File: src/rtl/bd_sync_strobe.sv
// bd_sync_strobe: synchronous replacement for a BDx delay-chain pulse former.
// Produces a CE-cycle delayed copy of inpt (outpt) and a fixed-width strobe
// on selected edges of that copy, plus a wrapping count of accepted edges.
// Optional input glitch filter: define BD_GLITCH_FILTER_EN.
module bd_sync_strobe #(
   parameter int unsigned DELAY    = 3,
   parameter int unsigned WIDTH    = 2,
   parameter int unsigned EDGE     = 0,
   parameter int unsigned FILT_LEN = 2
) (
   input  logic       clk,
   input  logic       reset,
   input  logic       ce,
   input  logic       inpt,
   output logic       outpt,
   output logic       strobe,
   output logic [7:0] edge_cnt
);

   // Configuration range checks, resolved at elaboration.
   if (DELAY < 1 || DELAY > 16) begin : g_bad_delay
      $error("bd_sync_strobe: DELAY must be 1..16");
   end
   if (WIDTH < 1 || WIDTH > 15) begin : g_bad_width
      $error("bd_sync_strobe: WIDTH must be 1..15");
   end
   if (EDGE > 3) begin : g_bad_edge
      $error("bd_sync_strobe: EDGE must be 0..3");
   end
   if (FILT_LEN < 1 || FILT_LEN > 15) begin : g_bad_filt
      $error("bd_sync_strobe: FILT_LEN must be 1..15");
   end

   localparam logic [3:0] WC_INIT = 4'(WIDTH - 1);

   typedef enum logic {
      S_IDLE,
      S_ACTIVE
   } state_t;

   logic             src;
   logic [DELAY-1:0] sh;
   logic [DELAY-1:0] sh_d;
   logic             nxt;
   logic             edge_hit;
   logic [3:0]       wc;
   state_t           state;

`ifdef BD_GLITCH_FILTER_EN
   localparam logic [3:0] RUN_LAST = 4'(FILT_LEN - 1);

   logic       src_q;
   logic [3:0] run;

   // Glitch filter: adopt inpt only after it disagrees with src for FILT_LEN CE cycles.
   always_ff @(posedge clk) begin
      if (reset) begin
         src_q <= 1'b0;
         run   <= '0;
      end else if (ce) begin
         if (inpt == src_q) begin
            run <= '0;
         end else if (run == RUN_LAST) begin
            src_q <= inpt;
            run   <= '0;
         end else begin
            run <= run + 4'd1;
         end
      end
   end

   assign src = src_q;
`else
   assign src = inpt;
`endif

   // nxt is the value outpt takes on the next CE edge; with a one-stage line
   // that is src itself, so the edge is seen on the same edge outpt moves.
   if (DELAY == 1) begin : g_d1
      assign nxt  = src;
      assign sh_d = src;
   end else begin : g_dn
      assign nxt  = sh[DELAY-2];
      assign sh_d = {sh[DELAY-2:0], src};
   end

   assign outpt    = sh[DELAY-1];
   assign edge_hit = (nxt != sh[DELAY-1]) &&
                     ((EDGE == 0) ? nxt : (EDGE == 1) ? !nxt : 1'b1);

   // Delay line, strobe FSM and edge counter, all advancing on CE edges only.
   always_ff @(posedge clk) begin
      if (reset) begin
         sh       <= '0;
         state    <= S_IDLE;
         wc       <= '0;
         strobe   <= 1'b0;
         edge_cnt <= '0;
      end else if (ce) begin
         sh <= sh_d;
         if (edge_hit) begin
            state    <= S_ACTIVE;
            wc       <= WC_INIT;
            strobe   <= 1'b1;
            edge_cnt <= edge_cnt + 8'd1;
         end else if (state == S_ACTIVE) begin
            if (wc != 4'd0) begin
               wc <= wc - 4'd1;
            end else begin
               state  <= S_IDLE;
               strobe <= 1'b0;
            end
         end
      end
   end

endmodule

File: config.mk
export PLATFORM = sky130hd
export DESIGN_NAME = bd_sync_strobe
export DESIGN_NICKNAME = d
export VERILOG_FILES = /design/src/rtl/bd_sync_strobe.sv
export SDC_FILE = /design/constraint.sdc
export NUM_CORES = 1
export LEC_CHECK = 0
export BUFFER_PORTS_ARGS = -buffer_cell sky130_fd_sc_hd__buf_2
export CAP_MARGIN = 20
export CELL_PAD_IN_SITES_DETAIL_PLACEMENT = 1
export CELL_PAD_IN_SITES_GLOBAL_PLACEMENT = 2
export CORE_ASPECT_RATIO = 0.8
export CORE_MARGIN = 2
export CORE_UTILIZATION = 32
export DETAILED_ROUTE_END_ITERATION = 7
export PLACE_DENSITY_LB_ADDON = 0.1
export SYNTH_ARGS = -nofsm -noshare
export SYNTH_HDL_FRONTEND = slang
export SYNTH_SLANG_ARGS = --single-unit
File: constraint.sdc
create_clock -name clk -period 1.6 [get_ports clk]
set_input_delay 0.32 -clock clk [delete_from_list [all_inputs] [get_ports clk]]
set_output_delay 0.32 -clock clk [all_outputs]
set_load 0.005 [all_outputs]
# After elaboration in Yosys (flattened, before gate mapping)

Cells that the tools add are included.

Reduce and logical (&&, ||, !) cells: 7
Muxes and demuxes: 9
Equal/unequal tests: 2
$add $sub $neg: 2

Operator list:

| operator                                          | number |
|---|---|
| 2-to-1 mux 4 bit                                  | 3 |
| adder 8 x 1 -> 8 bit (second input constant)      | 1 |
| 2-to-1 mux 1 bit                                  | 6 |
| AND reduction 3 bit                               | 2 |
| nonzero test 2 bit                                | 2 |
| nonzero test 4 bit                                | 1 |
| subtractor 4 x 1 -> 4 bit (second input constant) | 1 |
| != test 2 bit (second input constant)             | 1 |
| AND reduction 2 bit                               | 1 |
| logical AND 1 bit                                 | 1 |
| != test 1 bit                                     | 1 |

Flip-flop bits (word level): 17
Logic and storage cells: 25
Bits of input ports: 4

# Depth between registers and ports, before layout

Depth after elaboration: 4
Mapped depth: 5

# Least setup slack after synthesis

OpenSTA, ideal clock, no wires.

Path kind: in2reg
Start point: input port ce
End point: register edge_cnt[7]
Stages on the path: 5
Required time: 1.477 ns
Library setup time: 0.123 ns
Setup slack: 0.247 ns
Buffers on the path: 2
Data arrival time: 1.230 ns
Cells stage by stage: buf_6 nand3b_4 buf_6 nor4_2 mux2_1

Longest elaborated chain between the ends: 1

Ends and longest elaborated chain:

| element                       | line | text |
|---|---|---|
| from (decl)                   | 13   | `input logic ce,` |
| AND reduction 2 bit (no line) | n/a  |  |
| to (signal assigned)          | 105  | `edge_cnt <= edge_cnt + 8'd1;` |
| to (decl)                     | 17   | `output logic [7:0] edge_cnt` |

No other way between the ends.
A chain may end at the register's enable or synchronous reset.

# Worst setup path after layout

Start point: register wc[0]
End point: register wc[0]

Longest elaborated chain between the ends: 4
Elaborated cells on any way between the ends: 7
Those cells by class: add/sub (1); mux (3); reduce/logical (3)

Ends and longest elaborated chain:

| element                   | line | text |
|---|---|---|
| from (decl)               | 46   | `logic [3:0] wc;` |
| from (signal assigned)    | 108  | `wc <= wc - 4'd1;` |
| subtractor 4 x 1 -> 4 bit | 108  |  |
| 2-to-1 mux 4 bit          | 107  | `if (wc != 4'd0) begin` |
| 2-to-1 mux 4 bit          | 106  | `end else if (state == S_ACTIVE) begin` |
| 2-to-1 mux 4 bit          | 101  | `if (edge_hit) begin` |

Several ways; a longest one is shown, not always the timed one. The select of a mux whose other input is x is not followed.

==> impl_metrics.csv <==
group,metric,value,unit
status,status,"finished, final reports clean",
detailed_routing,routed_wl,1740,um
floorplan,die_w,61.1,um
clock_network,post_cts_resized,0,
detailed_routing,drc,0,
placed_design,port_buffers,13,
grt,grt_pass1_vias,690,
clock_network,cts-root-buf,"clkbuf_4",
timing,tns,0,ns
power_and_ir_drop,p_leak,0.400,nW
synth,synth_seq_cells,17,
synth,synth_ff_type,"dfxtp_1",
floorplan,ios,14,
cells_and_area,layout_common_cells,"17 x dfxtp_1, 13 x buf_2, 7 x inv_1, 7 x nor2_1, 7 x a21oi_1",
setup_path,worstPathMaxFanout,4,
clock_network,clockBufferDepth,2,
cells_and_area,final_common_cell,"dfxtp_1",
worst_hold_path,hold_class,"in2reg",
cells_and_area,nets,112,
cells_and_area,drive_above_1_share,0.212,
floorplan,row_count,16,
flow_run,cap_violations,0,
clock_network,postCtsSetupBuffers,0,
cells_and_area,diodes,0,
setup_path,start_kind,"flip-flop",
clock_network,cts_sinks,17,
timing,setup_viol,0,
detailed_routing,wl_per_cell,12.4,um
cells_and_area,final_util,0.386,
synth,yosysWarnings,0,
timing,timing.fmax,688,MHz
placed_design,gp_congestion,0.792,
power_and_ir_drop,vdd_ir_drop_max,0.000430,V
setup_path,crit_type,"reg2reg",
synth,ys_seq_area_frac,0.407,
timing,fin_crit,1.45,ns
detailed_routing,drt_iter0_drc,19,
clock_network,cts_hold_buffers,0,
synth,synthCells,90,
timing,fin_crit_sh,0.909,
clock_network,cts-htree-levels,1,
timing,slew_headroom,0.715,
cells_and_area,area_delta_synth_final,13.6,%
placed_design,placed_area,923,um^2
synth,synthDistinctLibCells,38,
timing,slew_viol_final,0,
grt,grt_pass1_wl,3100,um
detailed_routing,viasPerCell,5.13,
timing,rsz0062_at_grt,"false",
cells_and_area,fillers,304,
floorplan,core_area,0.00246,mm^2
timing,skew,0.00326,ns
synth,synth_fp_nets,97,
detailed_routing,antenna_left,0,
timing,timing.hold.ws,0.264,ns
timing,worst_slew_pin_slew,0.427,ns
grt,grt_usage,0.137,
clock_network,clk-insertion-delay-late,0.29,ns
clock_network,tritoncts,"yes",
floorplan,start_util,0.339,
grt,antenna_found_initial,0,
timing,hold_viol,0,
detailed_routing,dr.pass1.iters,4,
cells_and_area,final_area,950,um^2
grt,grt_max_degree,22,
setup_path,end_kind,"flip-flop",
clock_network,clkTransAtPathRegs,0.10,ns
detailed_routing,vias,718,
clock_network,cts_buffers,3,
setup_path,arrival,1.66,ns
synth,avgSynthCellArea,9.29,um^2
floorplan,die_y,49.7,um
floorplan,die_area,0.00304,mm^2
setup_path,worst-endpoint-required,1.81,ns
grt,overflow,0,
placed_design,dp_hpwl,1280,um
synth,async_flop_share,0,
synth,syn_area,836,um^2
power_and_ir_drop,p_per_area,742,mW/mm^2
synth,synth_edf_count,0,
## cell type report
type | instances | area (um^2) | area share
multi-input cells | 62 | 439 | 0.462
flip-flops and latches | 17 | 340 | 0.358
repair buffers | 14 | 72.6 | 0.0764
well taps | 36 | 45.0 | 0.0474
clock buffers | 4 | 26.3 | 0.0277
inverters | 7 | 26.3 | 0.0277
## kinds of logic after synthesis
| group | Yosys count | synth area share |
|---|---|---|
| AOI/OAI and AO/OA | 19 | 0.151 |
| buffers and inverters | 11 | 0.0674 |
| muxes | 4 | 0.0494 |
| DFF | 17 | 0.407 |
| and+or+nand+nor | 34 | 0.259 |
| adders and majority gates | 3 | 0.0449 |
| xor gates and xnor gates | 2 | 0.0210 |
## synthesized netlist by cell type (2+ instances only)
| master | number | area [um^2] |
|---|---|---|
| or4_1 | 3 | 22.5 |
| nor2_1 | 7 | 26.3 |
| nand2_1 | 3 | 11.3 |
| and3b_1 | 2 | 17.5 |
| buf_6 | 2 | 22.5 |
| nand3_1 | 2 | 10.0 |
| nor3_1 | 2 | 10.0 |
| o31ai_1 | 3 | 22.5 |
| nor2b_1 | 2 | 12.5 |
| inv_1 | 7 | 26.3 |
| or3_1 | 3 | 18.8 |
| dfxtp_1 | 17 | 340 |
| o21ai_0 | 2 | 10.0 |
| a21oi_1 | 7 | 35.0 |
| mux2i_1 | 3 | 30.0 |
| ha_1 | 3 | 37.5 |
## routing by layer
layer,GRT usage,part of all wire,vias up
met3,0.0551,0.049,0
met1,0.173,0.49,349
li1,-,-,354
met2,0.220,0.46,15
met4,0.0217,0,0
met5,0,0,-
## per-stage QoR
step	std cells	total power [mW]	setup slack, ns
2_1_floorplan	90	0.474	0.247
3_3_place_gp	136	0.483	0.169
3_5_place_dp	136	0.484	0.115
4_1_cts	140	0.722	0.135
5_1_grt	140	0.750	0.0282
6_report	140	0.705	0.146
## worst max-delay path, stage by stage (launching register included)
cell and delay, ns:
dfxtp_1 0.34, inv_1 0.08, ha_1 0.22, nor3b_1 0.17
or2_2 0.31, a311oi_1 0.25
## state kept, by name (all words and copies together) (netlist names)
register,flops
state,1
sh,3
strobe,1
edge_cnt,8
wc,4
## power by group
| part | internal, mW | switching, mW | total [mW] |
|---|---|---|---|
| registers | 0.428 | 0.00424 | 0.432 |
| logic | 0.0156 | 0.0251 | 0.0407 |
| clock network | 0.0970 | 0.135 | 0.232 |
## worst paths after layout
check / start / to / slack [ns] / cells after the start
setup / recovery: wc[0] / wc[0] / 0.15 / 5
hold / removal: inpt / sh[0] / 0.26 / 3
hold reg to reg: edge_cnt[1] / edge_cnt[1] / 0.50 / 2
setup reg to reg: wc[0] / wc[0] / 0.15 / 5
Note: power is estimated with default switching activity, not from simulation.
